## config.mk

```make
export PLATFORM = sky130hd
export DESIGN_NAME = zx81_keymatrix
export DESIGN_NICKNAME = d
export VERILOG_FILES = /design/src/rtl/zx81_kbd_pkg.sv /design/src/rtl/zx81_scancode_lut.sv /design/src/rtl/zx81_keymatrix.sv
export SDC_FILE = /design/constraint.sdc
export NUM_CORES = 1
export LEC_CHECK = 0
export BUFFER_PORTS_ARGS = -buffer_cell sky130_fd_sc_hd__buf_2
export CAP_MARGIN = 40
export CELL_PAD_IN_SITES_DETAIL_PLACEMENT = 0
export CELL_PAD_IN_SITES_GLOBAL_PLACEMENT = 2
export CORE_ASPECT_RATIO = 1.2
export CORE_UTILIZATION = 40
export CTS_BUF_LIST = sky130_fd_sc_hd__clkbuf_8
export DETAILED_ROUTE_END_ITERATION = 6
export PLACE_DENSITY_LB_ADDON = 0.1
export SLEW_MARGIN = 0
export SYNTH_ARGS = -nofsm -noshare
export SYNTH_HDL_FRONTEND = slang
export SYNTH_HIERARCHICAL = 1
export SYNTH_SLANG_ARGS = --single-unit
```

## constraint.sdc

```tcl
create_clock -name clk_sys -period 2.38 [get_ports clk_sys]
set_input_delay 0.238 -clock clk_sys [delete_from_list [all_inputs] [get_ports clk_sys]]
set_output_delay 0.238 -clock clk_sys [all_outputs]
set_load 0.05 [all_outputs]
```

## src/rtl/zx81_kbd_pkg.sv

```systemverilog
// zx81_kbd_pkg: shared constants and types for the ZX81 keyboard matrix.
// Holds matrix row/column indices, PS/2 set-2 scancodes, the compound-key
// index enum and the decode result struct produced by zx81_scancode_lut.
package zx81_kbd_pkg;

    localparam int NUM_ROWS = 8;
    localparam int NUM_COLS = 5;

    // Matrix rows (row n is selected by Z80 address bit A8+n being 0)
    localparam logic [2:0] ROW_SHIFT_V  = 3'd0;
    localparam logic [2:0] ROW_A_G      = 3'd1;
    localparam logic [2:0] ROW_Q_T      = 3'd2;
    localparam logic [2:0] ROW_1_5      = 3'd3;
    localparam logic [2:0] ROW_0_6      = 3'd4;
    localparam logic [2:0] ROW_P_Y      = 3'd5;
    localparam logic [2:0] ROW_ENTER_H  = 3'd6;
    localparam logic [2:0] ROW_SPACE_B  = 3'd7;

    // Matrix columns (data bit positions)
    localparam logic [2:0] COL_0 = 3'd0;
    localparam logic [2:0] COL_1 = 3'd1;
    localparam logic [2:0] COL_2 = 3'd2;
    localparam logic [2:0] COL_3 = 3'd3;
    localparam logic [2:0] COL_4 = 3'd4;

    // PS/2 set-2 scancodes
    localparam logic [7:0] SC_LSHIFT = 8'h12;
    localparam logic [7:0] SC_RSHIFT = 8'h59;
    localparam logic [7:0] SC_Z      = 8'h1A;
    localparam logic [7:0] SC_X      = 8'h22;
    localparam logic [7:0] SC_C      = 8'h21;
    localparam logic [7:0] SC_V      = 8'h2A;
    localparam logic [7:0] SC_A      = 8'h1C;
    localparam logic [7:0] SC_S      = 8'h1B;
    localparam logic [7:0] SC_D      = 8'h23;
    localparam logic [7:0] SC_F      = 8'h2B;
    localparam logic [7:0] SC_G      = 8'h34;
    localparam logic [7:0] SC_Q      = 8'h15;
    localparam logic [7:0] SC_W      = 8'h1D;
    localparam logic [7:0] SC_E      = 8'h24;
    localparam logic [7:0] SC_R      = 8'h2D;
    localparam logic [7:0] SC_T      = 8'h2C;
    localparam logic [7:0] SC_1      = 8'h16;
    localparam logic [7:0] SC_2      = 8'h1E;
    localparam logic [7:0] SC_3      = 8'h26;
    localparam logic [7:0] SC_4      = 8'h25;
    localparam logic [7:0] SC_5      = 8'h2E;
    localparam logic [7:0] SC_0      = 8'h45;
    localparam logic [7:0] SC_9      = 8'h46;
    localparam logic [7:0] SC_8      = 8'h3E;
    localparam logic [7:0] SC_7      = 8'h3D;
    localparam logic [7:0] SC_6      = 8'h36;
    localparam logic [7:0] SC_P      = 8'h4D;
    localparam logic [7:0] SC_O      = 8'h44;
    localparam logic [7:0] SC_I      = 8'h43;
    localparam logic [7:0] SC_U      = 8'h3C;
    localparam logic [7:0] SC_Y      = 8'h35;
    localparam logic [7:0] SC_ENTER  = 8'h5A;
    localparam logic [7:0] SC_L      = 8'h4B;
    localparam logic [7:0] SC_K      = 8'h42;
    localparam logic [7:0] SC_J      = 8'h3B;
    localparam logic [7:0] SC_H      = 8'h33;
    localparam logic [7:0] SC_SPACE  = 8'h29;
    localparam logic [7:0] SC_PERIOD = 8'h49;
    localparam logic [7:0] SC_M      = 8'h3A;
    localparam logic [7:0] SC_N      = 8'h31;
    localparam logic [7:0] SC_B      = 8'h32;
    localparam logic [7:0] SC_BKSP   = 8'h66;
    localparam logic [7:0] SC_LEFT   = 8'h6B;
    localparam logic [7:0] SC_DOWN   = 8'h72;
    localparam logic [7:0] SC_UP     = 8'h75;
    localparam logic [7:0] SC_RIGHT  = 8'h74;
    localparam logic [7:0] SC_F12    = 8'h07;
    localparam logic [7:0] SC_BAT    = 8'hAA;

    // Compound keys: each one presses SHIFT plus a digit key
    typedef enum logic [2:0] {
        CIDX_BKSP  = 3'd0,
        CIDX_LEFT  = 3'd1,
        CIDX_DOWN  = 3'd2,
        CIDX_UP    = 3'd3,
        CIDX_RIGHT = 3'd4
    } cidx_e;

    // Right shift is carried through the compound path as an extra source
    // that only drives SHIFT, keeping it independent of left shift.
    localparam logic [2:0] CIDX_SHIFT_R = 3'd5;

    typedef struct packed {
        logic       valid;
        logic       is_compound;
        logic [2:0] row;
        logic [2:0] col;
        logic [2:0] cidx;
    } decode_t;

    function automatic decode_t direct_key(input logic [2:0] row, input logic [2:0] col);
        decode_t d;
        d             = '0;
        d.valid       = 1'b1;
        d.row         = row;
        d.col         = col;
        return d;
    endfunction

    function automatic decode_t compound_key(input logic [2:0] cidx);
        decode_t d;
        d             = '0;
        d.valid       = 1'b1;
        d.is_compound = 1'b1;
        d.cidx        = cidx;
        return d;
    endfunction

endpackage

```

## src/rtl/zx81_scancode_lut.sv

```systemverilog
// zx81_scancode_lut: combinational PS/2 {ext, code} to ZX81 matrix decode.
// Unmapped codes return valid = 0 and are ignored by the parent.
module zx81_scancode_lut
    import zx81_kbd_pkg::*;
(
    input  logic       ext,
    input  logic [7:0] code,
    output decode_t    dec
);

    // Look up the scancode; extended and plain codes live in separate tables
    always_comb begin
        dec = '0;
        if (!ext) begin
            case (code)
                SC_LSHIFT: dec = direct_key(ROW_SHIFT_V, COL_0);
                SC_RSHIFT: dec = compound_key(CIDX_SHIFT_R);
                SC_Z:      dec = direct_key(ROW_SHIFT_V, COL_1);
                SC_X:      dec = direct_key(ROW_SHIFT_V, COL_2);
                SC_C:      dec = direct_key(ROW_SHIFT_V, COL_3);
                SC_V:      dec = direct_key(ROW_SHIFT_V, COL_4);
                SC_A:      dec = direct_key(ROW_A_G, COL_0);
                SC_S:      dec = direct_key(ROW_A_G, COL_1);
                SC_D:      dec = direct_key(ROW_A_G, COL_2);
                SC_F:      dec = direct_key(ROW_A_G, COL_3);
                SC_G:      dec = direct_key(ROW_A_G, COL_4);
                SC_Q:      dec = direct_key(ROW_Q_T, COL_0);
                SC_W:      dec = direct_key(ROW_Q_T, COL_1);
                SC_E:      dec = direct_key(ROW_Q_T, COL_2);
                SC_R:      dec = direct_key(ROW_Q_T, COL_3);
                SC_T:      dec = direct_key(ROW_Q_T, COL_4);
                SC_1:      dec = direct_key(ROW_1_5, COL_0);
                SC_2:      dec = direct_key(ROW_1_5, COL_1);
                SC_3:      dec = direct_key(ROW_1_5, COL_2);
                SC_4:      dec = direct_key(ROW_1_5, COL_3);
                SC_5:      dec = direct_key(ROW_1_5, COL_4);
                SC_0:      dec = direct_key(ROW_0_6, COL_0);
                SC_9:      dec = direct_key(ROW_0_6, COL_1);
                SC_8:      dec = direct_key(ROW_0_6, COL_2);
                SC_7:      dec = direct_key(ROW_0_6, COL_3);
                SC_6:      dec = direct_key(ROW_0_6, COL_4);
                SC_P:      dec = direct_key(ROW_P_Y, COL_0);
                SC_O:      dec = direct_key(ROW_P_Y, COL_1);
                SC_I:      dec = direct_key(ROW_P_Y, COL_2);
                SC_U:      dec = direct_key(ROW_P_Y, COL_3);
                SC_Y:      dec = direct_key(ROW_P_Y, COL_4);
                SC_ENTER:  dec = direct_key(ROW_ENTER_H, COL_0);
                SC_L:      dec = direct_key(ROW_ENTER_H, COL_1);
                SC_K:      dec = direct_key(ROW_ENTER_H, COL_2);
                SC_J:      dec = direct_key(ROW_ENTER_H, COL_3);
                SC_H:      dec = direct_key(ROW_ENTER_H, COL_4);
                SC_SPACE:  dec = direct_key(ROW_SPACE_B, COL_0);
                SC_PERIOD: dec = direct_key(ROW_SPACE_B, COL_1);
                SC_M:      dec = direct_key(ROW_SPACE_B, COL_2);
                SC_N:      dec = direct_key(ROW_SPACE_B, COL_3);
                SC_B:      dec = direct_key(ROW_SPACE_B, COL_4);
                SC_BKSP:   dec = compound_key(CIDX_BKSP);
                default:   dec = '0;
            endcase
        end else begin
            case (code)
                SC_ENTER:  dec = direct_key(ROW_ENTER_H, COL_0);
                SC_LEFT:   dec = compound_key(CIDX_LEFT);
                SC_DOWN:   dec = compound_key(CIDX_DOWN);
                SC_UP:     dec = compound_key(CIDX_UP);
                SC_RIGHT:  dec = compound_key(CIDX_RIGHT);
                default:   dec = '0;
            endcase
        end
    end

endmodule

```

## src/rtl/zx81_keymatrix.sv

```systemverilog
// zx81_keymatrix: PS/2 key events to ZX81 8x5 keyboard matrix, clk_sys domain.
// Pipeline: S0 toggle detect -> S1 registered decode -> S2 matrix update.
// Optional F12 hold-to-reset request enabled by defining ZX81_KBD_RSTKEY_EN.
module zx81_keymatrix
    import zx81_kbd_pkg::*;
#(
    parameter bit          CLEAR_ON_BAT    = 1'b1,
    parameter int unsigned RST_HOLD_CYCLES = 1250000
) (
    input  logic        clk_sys,
    input  logic        reset_n,
    input  logic [10:0] ps2_key,
    input  logic [7:0]  row_sel,
    output logic [4:0]  kbd_col,
    output logic        key_event,
    output logic        reset_req
);

    // The hold counter is 21 bits wide, so larger limits could never be reached
    if (RST_HOLD_CYCLES > 32'd2097151) begin : g_hold_range_check
        $error("RST_HOLD_CYCLES does not fit the 21-bit hold counter");
    end

    logic                            init_d, init_q;
    logic                            prev_toggle_d, prev_toggle_q;
    logic                            s0_valid_d, s0_valid_q;
    logic [9:0]                      s0_key_d, s0_key_q;
    decode_t                         lut_dec;
    decode_t                         s1_dec_d, s1_dec_q;
    logic                            s1_press_d, s1_press_q;
    logic                            s1_bat_d, s1_bat_q;
    logic [NUM_ROWS-1:0][NUM_COLS-1:0] phys_d, phys_q;
    logic [4:0]                      compound_d, compound_q;
    logic                            shift_r_d, shift_r_q;
    logic                            key_event_d, key_event_q;
    logic [NUM_ROWS-1:0][NUM_COLS-1:0] eff_matrix;

    // S0: detect a toggle on ps2_key[10]; the first cycle after reset only primes prev_toggle
    always_comb begin
        init_d        = 1'b0;
        prev_toggle_d = ps2_key[10];
        s0_valid_d    = !init_q && (ps2_key[10] != prev_toggle_q);
        s0_key_d      = ps2_key[9:0];
    end

    zx81_scancode_lut u_lut (
        .ext  (s0_key_q[8]),
        .code (s0_key_q[7:0]),
        .dec  (lut_dec)
    );

    // S1: register the decode result, qualified by the S0 event flag
    always_comb begin
        s1_dec_d       = lut_dec;
        s1_dec_d.valid = lut_dec.valid && s0_valid_q;
        s1_press_d     = s0_key_q[9];
        s1_bat_d       = CLEAR_ON_BAT && s0_valid_q && s0_key_q[9] &&
                         !s0_key_q[8] && (s0_key_q[7:0] == SC_BAT);
    end

    // S2: apply the decoded event to the source bits; BAT wipes every source
    always_comb begin
        phys_d      = phys_q;
        compound_d  = compound_q;
        shift_r_d   = shift_r_q;
        key_event_d = s1_dec_q.valid || s1_bat_q;
        if (s1_bat_q) begin
            phys_d     = '0;
            compound_d = '0;
            shift_r_d  = 1'b0;
        end else if (s1_dec_q.valid) begin
            if (s1_dec_q.is_compound) begin
                if (s1_dec_q.cidx == CIDX_SHIFT_R) begin
                    shift_r_d = s1_press_q;
                end else begin
                    compound_d[s1_dec_q.cidx] = s1_press_q;
                end
            end else begin
                phys_d[s1_dec_q.row][s1_dec_q.col] = s1_press_q;
            end
        end
    end

    // Pipeline and matrix state registers; reset discards any in-flight event
    always_ff @(posedge clk_sys or negedge reset_n) begin
        if (!reset_n) begin
            init_q        <= 1'b1;
            prev_toggle_q <= 1'b0;
            s0_valid_q    <= 1'b0;
            s0_key_q      <= '0;
            s1_dec_q      <= '0;
            s1_press_q    <= 1'b0;
            s1_bat_q      <= 1'b0;
            phys_q        <= '0;
            compound_q    <= '0;
            shift_r_q     <= 1'b0;
            key_event_q   <= 1'b0;
        end else begin
            init_q        <= init_d;
            prev_toggle_q <= prev_toggle_d;
            s0_valid_q    <= s0_valid_d;
            s0_key_q      <= s0_key_d;
            s1_dec_q      <= s1_dec_d;
            s1_press_q    <= s1_press_d;
            s1_bat_q      <= s1_bat_d;
            phys_q        <= phys_d;
            compound_q    <= compound_d;
            shift_r_q     <= shift_r_d;
            key_event_q   <= key_event_d;
        end
    end

    assign key_event = key_event_q;

    // Effective matrix: physical keys OR'd with every compound/shift source
    always_comb begin
        eff_matrix = phys_q;
        if (shift_r_q || (|compound_q)) begin
            eff_matrix[ROW_SHIFT_V][COL_0] = 1'b1;
        end
        if (compound_q[CIDX_BKSP]) begin
            eff_matrix[ROW_0_6][COL_0] = 1'b1;
        end
        if (compound_q[CIDX_LEFT]) begin
            eff_matrix[ROW_1_5][COL_4] = 1'b1;
        end
        if (compound_q[CIDX_DOWN]) begin
            eff_matrix[ROW_0_6][COL_4] = 1'b1;
        end
        if (compound_q[CIDX_UP]) begin
            eff_matrix[ROW_0_6][COL_3] = 1'b1;
        end
        if (compound_q[CIDX_RIGHT]) begin
            eff_matrix[ROW_0_6][COL_2] = 1'b1;
        end
    end

    // Keyboard port read: active-low AND of every selected row
    always_comb begin
        kbd_col = 5'h1F;
        for (int r = 0; r < NUM_ROWS; r++) begin
            if (!row_sel[r]) begin
                kbd_col = kbd_col & ~eff_matrix[r];
            end
        end
    end

`ifdef ZX81_KBD_RSTKEY_EN
    localparam logic [20:0] HOLD_LIMIT = 21'(RST_HOLD_CYCLES);

    logic        s1_f12_d, s1_f12_q;
    logic        f12_held_d, f12_held_q;
    logic [20:0] hold_cnt_d, hold_cnt_q;

    // Track F12 held state and count how long it has been held, saturating at the limit
    always_comb begin
        s1_f12_d   = s0_valid_q && !s0_key_q[8] && (s0_key_q[7:0] == SC_F12);
        f12_held_d = f12_held_q;
        if (s1_f12_q) begin
            f12_held_d = s1_press_q;
        end
        hold_cnt_d = '0;
        if (f12_held_q) begin
            hold_cnt_d = (hold_cnt_q == HOLD_LIMIT) ? hold_cnt_q : hold_cnt_q + 21'd1;
        end
    end

    // F12 hold tracking registers
    always_ff @(posedge clk_sys or negedge reset_n) begin
        if (!reset_n) begin
            s1_f12_q   <= 1'b0;
            f12_held_q <= 1'b0;
            hold_cnt_q <= '0;
        end else begin
            s1_f12_q   <= s1_f12_d;
            f12_held_q <= f12_held_d;
            hold_cnt_q <= hold_cnt_d;
        end
    end

    assign reset_req = f12_held_q && (hold_cnt_q == HOLD_LIMIT);
`else
    assign reset_req = 1'b0;
`endif

endmodule
```

==> impl_results.md, run 1 <==
* Worst-case vdd ir drop at 0.372 mV
* Placer Congestion at ~0.88
* Layout Utilization at 0.467
* Logic pwr share at 0.112
* Starting Density at 0.413
* Vias per cell at 5.64
* Sw Pwr at 747 uW
* Crit Reg-Reg Endpoint: s1_dec_q[10]$_DFF_PN0_
* Register area share after synthesis at 0.421
* Req. time, crit path at 2.62 ns
* Largest family of logic cells by synthesized area: simple AND/OR/NAND/NOR gates
* Synth Area in Simple Gates at 0.276
* # Max-Cap Violations at 0
* Endpoints failing setup at 0
* Worst-path clk slew at 0.08 ns
* DR iter-0 viols at 245
* R2R setup slack at 0.31 ns
* FFs w/ async S/R, synth at 1.00
* Crit path max-delay family: flip-flops
* Worst Hold Slack at 0.402 ns
* Worst setup margin at 0.306 ns
* Initial antenna violation count at 0
* Worst Skew at 0.0114 ns
* Clock Power Share at 0.407
* Maximum clock path buffer count at 2
* Cell Area, Synth at around 4300 um2
* Cell Pwr Density at 555 nW/um2
* CP Class: reg -> reg
* Fin crit period at 2.07 ns
* Total iterations of the first detailed-routing run at 6
* Setup TNS at 0 ns
* Post-synthesis xor/xnor area fraction at 0.00202
* # diodes at 0
* WHS Path Cells at 0
* Core ar. at 10500 um2
* Total grt overflow at 0
* Most frequent cells in the layout: dfrtp_1, nand2b_1, nand2_1
* Rel. slew slack at 0.561
* Slew Viols, Final at 0
* ANT nets after route at 0
* Main flop type after synthesis: dfrtp_1
* Number of flops mapped to enable cells by yosys at 0
* Critical path startpoint: s0_key_q[0]$_DFF_PN0_
* IO Count at 28
* Largest net degree at the start of global routing at 74
* Seq pwr share at 0.481
* Crit. End Element: flop
* Worst path cell trace: inv_1, ha_1, nand2_1, a21oi_1, o311ai_0, o211ai_1, and2_1
* Arrival time worst endpoint at 2.32 ns
* Worst r2r path cells at 7
* Pre-CTS setup slack at 0.378 ns
* Vias at 3484
* Yosys warns at 6
* Status: completed
* CP peak stage delay at 0.57 ns
* Wirelength per Cell at ~19 um
* Hold path endpoint: s1_press_q$_DFF_PN0_
* Crit path buffers/inverters at 1
* Die Width at a little under 100 um
* Post-CTS setup buffer count at 0
* Adder-cell share of the synthesized area at 0.0173
* Complex-gate fraction of the synthesized area at 0.118
* CP Max Fanout at 10
* GRT Util Overall at 0.225
* Clock buffer count from CTS at 9
* # nets final at 511
* Synth cell types at 68
* CTS root buffer: clkbuf_8
* Slowest cell on the critical path: dfrtp_1
* Synth Area per Inst at 9.62 um2
* DRC at 0
* Die height at 116 um
* Clock latency on the worst-skew pair at about 0.36 ns
* Hold Vio Cnt, Final at 0
* Global-route wire length before repair at just under 20000 um
* Vias in the first global route at 3469
* Max Freq at roughly 480 MHz
* Reg-to-reg startpoint: s0_key_q[0]$_DFF_PN0_
* #FFs+latches synth at 73
* # fillers at 1000
* H-tree levels at 3
* Number of port buffers at 26
* Sink Count at 73
* Internal at between 1.5 and 2 mW
* DP Wirelength at 8210 um
* P&R area growth vs syn at 13.3%
* Commonest non-fill, non-tap cell in the layout: dfrtp_1
* Worst Hold Class: reg -> reg
* TritonCTS clock tree: yes
* Unrepaired setup endpoints after global routing: no
* Final wirelength at 11900 um
* Cts repair resizes at 0
* Row cnt at 41
* Tcrit/Tclk final at 0.872
* Share of cells above drive strength 1 at 0.170
* Synth Instances at 451
* Kind of start point of the critical path: flop
* Mux cell area share after synthesis at 0.104
* Sw Ratio at 0.274
* DIE AREA at between 10000 and 15000 um2
* Hold_sp: s0_key_q[9]$_DFF_PN0_
* Leakage at approximately 2.3 nW
* Slew @ Worst Pin at about 0.66 ns
-- sequential cells by signal (all words and copies together) (netlist names) --
register and cells:
prev_toggle_q 1, shift_r_q 1, init_q 1, s1_bat_q 1
s1_dec_q 11, key_event 1, s1_press_q 1, s0_key_q 10
eff_matrix 34, s0_valid_q 1, phys_q 6, compound_q 5
-- logic make-up after synthesis --
group / Yosys count
AOI/OAI and AO/OA: 75
buffers and inverters: 50
muxes: 45
adders and majority gates: 6
DFF: 73
and+or+nand+nor: 200
other: 1
xor gates and xnor gates: 1
-- Yosys cell counts (2+ instances only) --
library cell | n | area, um2
o21ai_1 | 3 | 15.0
and4bb_2 | 5 | 62.6
clkbuf_1 | 13 | 48.8
nor4_1 | 6 | 37.5
a2111oi_0 | 3 | 26.3
buf_2 | 7 | 35.0
o221ai_1 | 2 | 17.5
o211a_1 | 2 | 20.0
and4b_1 | 3 | 30.0
nor2b_1 | 10 | 62.6
nand2b_1 | 56 | 350
o22ai_1 | 6 | 37.5
nand4_1 | 8 | 50.1
or2_2 | 2 | 12.5
nor4b_1 | 2 | 17.5
dfrtp_1 | 72 | 1800
nor3_1 | 3 | 15.0
ha_1 | 6 | 75.1
a22oi_1 | 4 | 30.0
buf_6 | 5 | 56.3
o21ai_0 | 8 | 40.0
a31oi_1 | 6 | 37.5
mux2i_1 | 44 | 440
a31o_2 | 3 | 26.3
nor4b_2 | 4 | 60.1
buf_4 | 3 | 22.5
nand3b_1 | 2 | 15.0
a22o_1 | 3 | 26.3
nand3_1 | 8 | 40.0
a21o_1 | 2 | 15.0
o211ai_1 | 5 | 37.5
nand2_1 | 45 | 169
nor2_1 | 28 | 105
a21oi_1 | 18 | 90.1
and3_1 | 2 | 12.5
inv_1 | 19 | 71.3
inv_2 | 2 | 7.51
-- what timing repair did --
action,in CTS,in global routing
hold endpoints to repair,83,0
endpoints found under the setup margin,0,0
hold buffers,12,0
-- metal layers --
layer / vias to the layer above / GRT usage / wire (um)
met2: 127 / 0.397 / 6080
met5: - / 0 / 0
li1: 1650 / - / -
met4: 0 / 0.0945 / 386
met3: 27 / 0.0353 / 523
met1: 1680 / 0.276 / 4930
-- worst max-delay path by stage --
| stage | end | cells after the start |
|---|---|---|
| final | s1_dec_q[10]$_DFF_PN0_ | 7 |
| after global routing | s1_dec_q[10]$_DFF_PN0_ | 7 |
| after CTS | kbd_col[3] | 4 |
| after detailed placement | s1_dec_q[10]$_DFF_PN0_ | 7 |
| after global placement | s1_dec_q[10]$_DFF_PN0_ | 7 |
| after floorplan | kbd_col[4] | 2 |
-- layout make-up --
type	instances	area (um2)	share of cell area
multi-input combinational	329	2270	0.461
sequential	73	1830	0.372
timing repair buffer	50	355	0.0723
tap	129	161	0.0328
clock buffer	9	124	0.0252
clock inverter	7	101	0.0206
inverter	21	78.8	0.0160
-- power by group through the flow --
stage               clock network [mW]  registers, mW  logic [mW]
global route                      1.19           1.32       0.333
finish                            1.11           1.31       0.306
detailed placement                   0           1.34       0.288
CTS                               1.15           1.31       0.304
floorplan                            0           1.31       0.196
global placement                     0           1.34       0.294
-- per-stage QoR --
stage	total power [mW]	cell area (um2)	instances
floorplan	1.51	4360	452
global placement	1.63	4570	590
detailed placement	1.62	4570	590
CTS	2.76	4910	618
global route	2.84	4910	618
finish	2.73	4910	618
Power figures use the tool's default switching activity.
==> run 2, diff against run 1 <==
--- a/config.mk
+++ b/config.mk
@@ -12,8 +12,10 @@
 export CORE_ASPECT_RATIO = 1.2
 export CORE_UTILIZATION = 40
 export CTS_BUF_LIST = sky130_fd_sc_hd__clkbuf_8
+export CTS_CLUSTER_SIZE = 12
 export DETAILED_ROUTE_END_ITERATION = 6
 export PLACE_DENSITY_LB_ADDON = 0.1
+export RECOVER_POWER = 100
 export SLEW_MARGIN = 0
 export SYNTH_ARGS = -nofsm -noshare
 export SYNTH_HDL_FRONTEND = slang
==> impl_results.md, run 2 (synthesis results as in run 1) <==
* Status: complete, but fails checks
* Failing checks: max-capacitance violations, max-slew violations
* Maximum clock path buffer count at 2 (unchanged)
* Sink Count at 73 (unchanged)
* DR iter-0 viols at 253 (+3.3%)
* Clock buffer count from CTS at 9 (unchanged)
* CTS root buffer: clkbuf_8
* Initial antenna violation count at 0 (unchanged)
* Tcrit/Tclk final at 0.939 (+0.0676)
* P&R area growth vs syn at 11.9%
* Hold-fix buffers at CTS at 12 (unchanged)
* Sw Ratio at 0.275 (+0.00142)
* Placer Congestion at 0.879 (unchanged)
* H-tree levels at 3 (unchanged)
* Met1 usage at 0.276 (unchanged)
* Layout Utilization at 0.462 (-0.00547)
* Rel. slew slack at -0.102 (-0.663)
* Cts repair resizes at 0 (unchanged)
* Unrepaired setup endpoints after global routing: no
* # Max-Cap Violations at 1 (+1)
* Number of port buffers at 26 (unchanged)
* Share of cells above drive strength 1 at 0.147 (-0.0225)
* Sw Pwr at 750 uW (+0.37%)
* Leakage at 2.29 nW (-1.5%)
* Design area at 4860 um2 (-1.2%)
* # diodes at 0 (unchanged)
* Starting Density at 0.413 (unchanged)
* Max Freq at 447 MHz (-7.2%)
* Die Width at 97.1 um (unchanged)
* Slew @ Worst Pin at 1.65 ns (+0.995 ns)
* Vias at 3461 (-0.66%)
* Hold Vio Cnt, Final at 0 (unchanged)
* GRT Util Overall at 0.225 (unchanged)
* CP Max Fanout at 13 (+3)
* Worst Skew at 0.0132 ns (+0.00177 ns)
* Worst-case vdd ir drop at 0.371 mV (about the same)
* Most Crowded Layer GR: met2
* TritonCTS clock tree: yes
* Max FFs per register at 34 (unchanged)
* Endpoints failing setup at 0 (unchanged)
* Fin crit period at 2.24 ns (+0.161 ns)
* Vias per cell at 5.60 (-0.66%)
* # nets final at 511 (unchanged)
* DIE AREA at 11300 um2 (unchanged)
* Dpl cell area at 4570 um2 (unchanged)
* Clock latency on the worst-skew pair at 0.36 ns (about the same)
* Global-route wire length before repair at 19400 um (unchanged)
* Kind of start point of the critical path: flop
* ANT nets after route at 0 (unchanged)
* Final wirelength at 11900 um (about the same)
* Req. time, crit path at 2.67 ns (+0.05 ns)
* Wirelength per Cell at 19.3 um (about the same)
* Commonest non-fill, non-tap cell in the layout: dfrtp_1
* Pre-CTS setup slack at 0.378 ns (unchanged)
* Worst setup margin at 0.145 ns (-0.161 ns)
* IO Count at 28 (unchanged)
* Crit. End Element: flop
* Seq pwr share at 0.481 (about the same)
* DP Wirelength at 8210 um (unchanged)
* DRC at 0 (unchanged)
* Worst-path clk slew at 0.08 ns (about the same)
* Row cnt at 41 (unchanged)
* CP Class: reg -> reg
* Met3 usage at 0.0353 (unchanged)
* Total grt overflow at 0 (unchanged)
* Logic pwr share at 0.110 (-0.002)
* Global Route met2 Usage at 0.397 (unchanged)
* Clock Power Share at 0.409 (+0.002)
* Slew Viols, Final at 74 (+74)
* Worst Hold Class: reg -> reg
* Vias in the first global route at 3469 (unchanged)
* Total iterations of the first detailed-routing run at 5 (-1)
* Setup TNS at 0 ns (unchanged)
* Arrival time worst endpoint at 2.52 ns (+0.20 ns)
* Internal at 1.97 mW (-0.34%)
* Core ar. at 10500 um2 (unchanged)
* Post-CTS setup buffer count at 0 (unchanged)
* Cell Pwr Density at 561 nW/um2 (+1.0%)
* Most frequent cells in the layout: dfrtp_1, nand2b_1, nand2_1
* Total power at 2.72 mW (-0.14%)
* Die height at 116 um (unchanged)
* Largest net degree at the start of global routing at 74 (unchanged)
-- run 2: path summary, 6_finish.rpt --
kind	start	to	slack, ns	depth (start not counted)
setup / recovery	s0_key_q[2]$_DFF_PN0_	s1_dec_q[7]$_DFF_PN0_	0.14	6
hold / removal	s0_key_q[9]$_DFF_PN0_	s1_press_q$_DFF_PN0_	0.40	0
setup reg to reg	s0_key_q[2]$_DFF_PN0_	s1_dec_q[7]$_DFF_PN0_	0.14	6
hold reg to reg	s0_key_q[9]$_DFF_PN0_	s1_press_q$_DFF_PN0_	0.40	0
max in group asynchronous	reset_n	s0_key_q[0]$_DFF_PN0_	0.42	3
min in group asynchronous	reset_n	eff_matrix[9]$_DFFE_PN0P_	0.95	3
-- run 2: metrics by stage --
step | instances | hold WS (ns)
finish | 618 | 0.399
CTS | 618 | 0.403
detailed placement | 590 | 0.284
global route | 618 | 0.413
global placement | 590 | 0.288
floorplan | 452 | -0.0576
-- run 2: power by group through the flow --
stage                     Combinational [mW]  Clock, mW  Sequential, mW
after CTS                              0.304       1.15            1.31
after detailed placement               0.288          0            1.34
after floorplan                        0.196          0            1.31
after global placement                 0.294          0            1.34
final                                  0.298       1.12            1.31
after global routing                   0.326       1.19            1.32
-- run 2: layer usage --
metal / vias up / wire length, um
met4: 0 / 297
li1: 1641 / -
met2: 129 / 6200
met1: 1668 / 4870
met5: - / 0
met3: 23 / 533
-- run 2: layout make-up --
cell class / instances / area [um2]
well taps: 129 / 161
clock buffers: 9 / 124
inverters: 21 / 78.8
repair buffers: 50 / 324
fillers: 1006 / 5660
flip-flops and latches: 73 / 1830
multi-input cells: 329 / 2240
clock inverters: 7 / 101
-- run 2: critical path, cell delays in order (launching register included) --
cell      delay (ns)
dfrtp_1         0.59
clkbuf_1        0.34
nor2b_1         0.29
a21o_1          0.15
a211oi_2        0.07
nor4b_1         0.51
a311o_1         0.21
==> run 3, diff against run 2 <==
--- a/config.mk
+++ b/config.mk
@@ -14,6 +14,7 @@
 export CTS_BUF_LIST = sky130_fd_sc_hd__clkbuf_8
 export CTS_CLUSTER_SIZE = 12
 export DETAILED_ROUTE_END_ITERATION = 6
+export MAX_ROUTING_LAYER = met4
 export PLACE_DENSITY_LB_ADDON = 0.1
 export RECOVER_POWER = 100
 export SLEW_MARGIN = 0
==> impl_results.md, run 3 (synthesis results as in run 1) <==
* Die Width at 97.1 um (unchanged)
* CP Class: reg -> out
* Vias in the first global route at 3561 (+2.7%)
* Cts repair resizes at 0 (unchanged)
* Leakage at 2.28 nW (-0.53%)
* Sink Count at 73 (unchanged)
* Fin crit period at 2.10 ns (-0.133 ns)
* Share of cells above drive strength 1 at 0.139 (-0.00790)
* Slew @ Worst Pin at 0.944 ns (-0.708 ns)
* Worst-case vdd ir drop at 0.282 mV (-24%)
* Slew Viols, Final at 0 (-100%)
* Max Freq at 476 MHz (+6.3%)
* Core ar. at 10500 um2 (unchanged)
* Crit. End Element: output pin
* DRC at 0 (unchanged)
* DP Wirelength at 8180 um (-0.31%)
* Worst Hold Class: reg -> reg
* # diodes at 0 (unchanged)
* Maximum clock path buffer count at 2 (unchanged)
* Status: completed
* # nets final at 510 (-0.20%)
* Placer Congestion at 0.921 (+4.8%)
* Starting Density at 0.413 (unchanged)
* Cell Pwr Density at 537 nW/um2 (-4.2%)
* Setup TNS at 0 ns (unchanged)
* Number of port buffers at 26 (unchanged)
* Dpl cells at 589 (-0.17%)
* Finished Layout Cells at 617 (-0.16%)
* Row cnt at 41 (unchanged)
* GRT Util Overall at 0.229 (+0.00444)
* Crit Reg-Reg Endpoint: s1_dec_q[7]$_DFF_PN0_
* Initial antenna violation count at 0 (unchanged)
* R2R setup slack at 0.28 ns (+0.13 ns)
* Worst r2r path cells at 6 (unchanged)
* Most frequent cells in the layout: dfrtp_1, nand2b_1, nand2_1
* CTS root buffer: clkbuf_8
* Rel. slew slack at 0.362 (+0.463)
* Die height at 116 um (unchanged)
* Arrival time worst endpoint at 1.86 ns (-0.66 ns)
* Max FFs per register at 34 (unchanged)
* Worst setup margin at 0.278 ns (+0.133 ns)
* Wirelength per Cell at 19.2 um (-0.54%)
* P&R area growth vs syn at 11.0%
* Worst Skew at 0.00896 ns (-0.00420 ns)
* Reg-to-reg startpoint: s0_key_q[2]$_DFF_PN0_
* H-tree levels at 3 (unchanged)
* TritonCTS clock tree: yes
* DIE AREA at 11300 um2 (unchanged)
* # Max-Cap Violations at 0 (-1)
* Clock buffer count from CTS at 9 (unchanged)
* Design area at 4820 um2 (-0.82%)
* Layout Utilization at 0.458 (-0.00381)
* Vias per cell at 5.58 (-0.36%)
* Endpoints failing setup at 0 (unchanged)
* Clock latency on the worst-skew pair at 0.36 ns (about the same)
* Kind of start point of the critical path: flop
* Unrepaired setup endpoints after global routing: no
* Dpl cell area at 4570 um2 (unchanged)
* Pre-CTS setup slack at 0.335 ns (-0.0429 ns)
* Vias at 3443 (-0.52%)
* DR iter-0 viols at 189 (-25%)
* Total iterations of the first detailed-routing run at 7 (+2)
* Final wirelength at 11800 um (-0.71%)
* ANT nets after route at 0 (unchanged)
* Global-route wire length before repair at 19200 um (-0.96%)
* Total power at 2.59 mW (-5.0%)
* Largest net degree at the start of global routing at 62 (-16%)
* Worst-path clk slew at 0.09 ns (about the same)
* IO Count at 28 (unchanged)
* Req. time, crit path at 2.14 ns (-0.53 ns)
* Tcrit/Tclk final at 0.883 (-0.0559)
* Crit path to: kbd_col[3]
* CP Max Fanout at 2 (-11)
* Total grt overflow at 0 (unchanged)
* Commonest non-fill, non-tap cell in the layout: dfrtp_1
* Worst Hold Slack at 0.378 ns (-0.0214 ns)
* Hold Vio Cnt, Final at 0 (unchanged)
* Critical path startpoint: eff_matrix[28]$_DFFE_PN0P_
-- run 3: worst min path at each step --
stage | startpoint | end | slack [ns] | depth (start not counted)
final | s0_key_q[9]$_DFF_PN0_ | s1_press_q$_DFF_PN0_ | 0.38 | 0
after global routing | s0_key_q[9]$_DFF_PN0_ | s1_press_q$_DFF_PN0_ | 0.39 | 0
after CTS | ps2_key[2] | s0_key_q[2]$_DFF_PN0_ | 0.009 | 1
after detailed placement | reset_n | eff_matrix[34]$_DFFE_PN0P_ | 0.11 | 1
after global placement | ps2_key[9] | s0_key_q[9]$_DFF_PN0_ | 0.35 | 1
after floorplan | reset_n | compound_q[0]$_DFFE_PN0P_ | -0.06 | 0
-- run 3: timing repair --
action	in CTS	in global routing
buffers inserted	0	0
setup endpoints to repair	0	0
endpoints found under the hold margin	22	1
hold buffers	11	1
-- run 3: routing by layer --
metal / part of all wire / vias to the layer above / track usage
met2: 0.51 / 88 / 0.394
met3: 0.035 / 31 / 0.0353
met1: 0.42 / 1674 / 0.267
met4: 0.033 / 0 / 0.102
met5: 0 / - / -
li1: - / 1650 / -
-- run 3: cell type report --
| type | instances | area (um2) |
|---|---|---|
| Inverter | 21 | 78.8 |
| Timing Repair Buffer | 49 | 314 |
| Clock inverter | 7 | 71.3 |
| Clock buffer | 9 | 124 |
| Fill cell | 1027 | 5700 |
| Tap cell | 129 | 161 |
| Sequential cell | 73 | 1830 |
| Multi-Input combinational cell | 329 | 2240 |
-- run 3: power breakdown --
part / internal, mW / switching, mW / total [mW]
sequential: 1.27 / 0.0453 / 1.31
clock: 0.484 / 0.501 / 0.985
combinational: 0.105 / 0.186 / 0.292
-- run 3: worst max-delay path: stages, from the launching register on --
cell and delay, ns:
dfrtp_1 0.38, nor2b_1 0.12, a2111oi_0 0.48, o211a_1 0.25, clkbuf_2 0.28
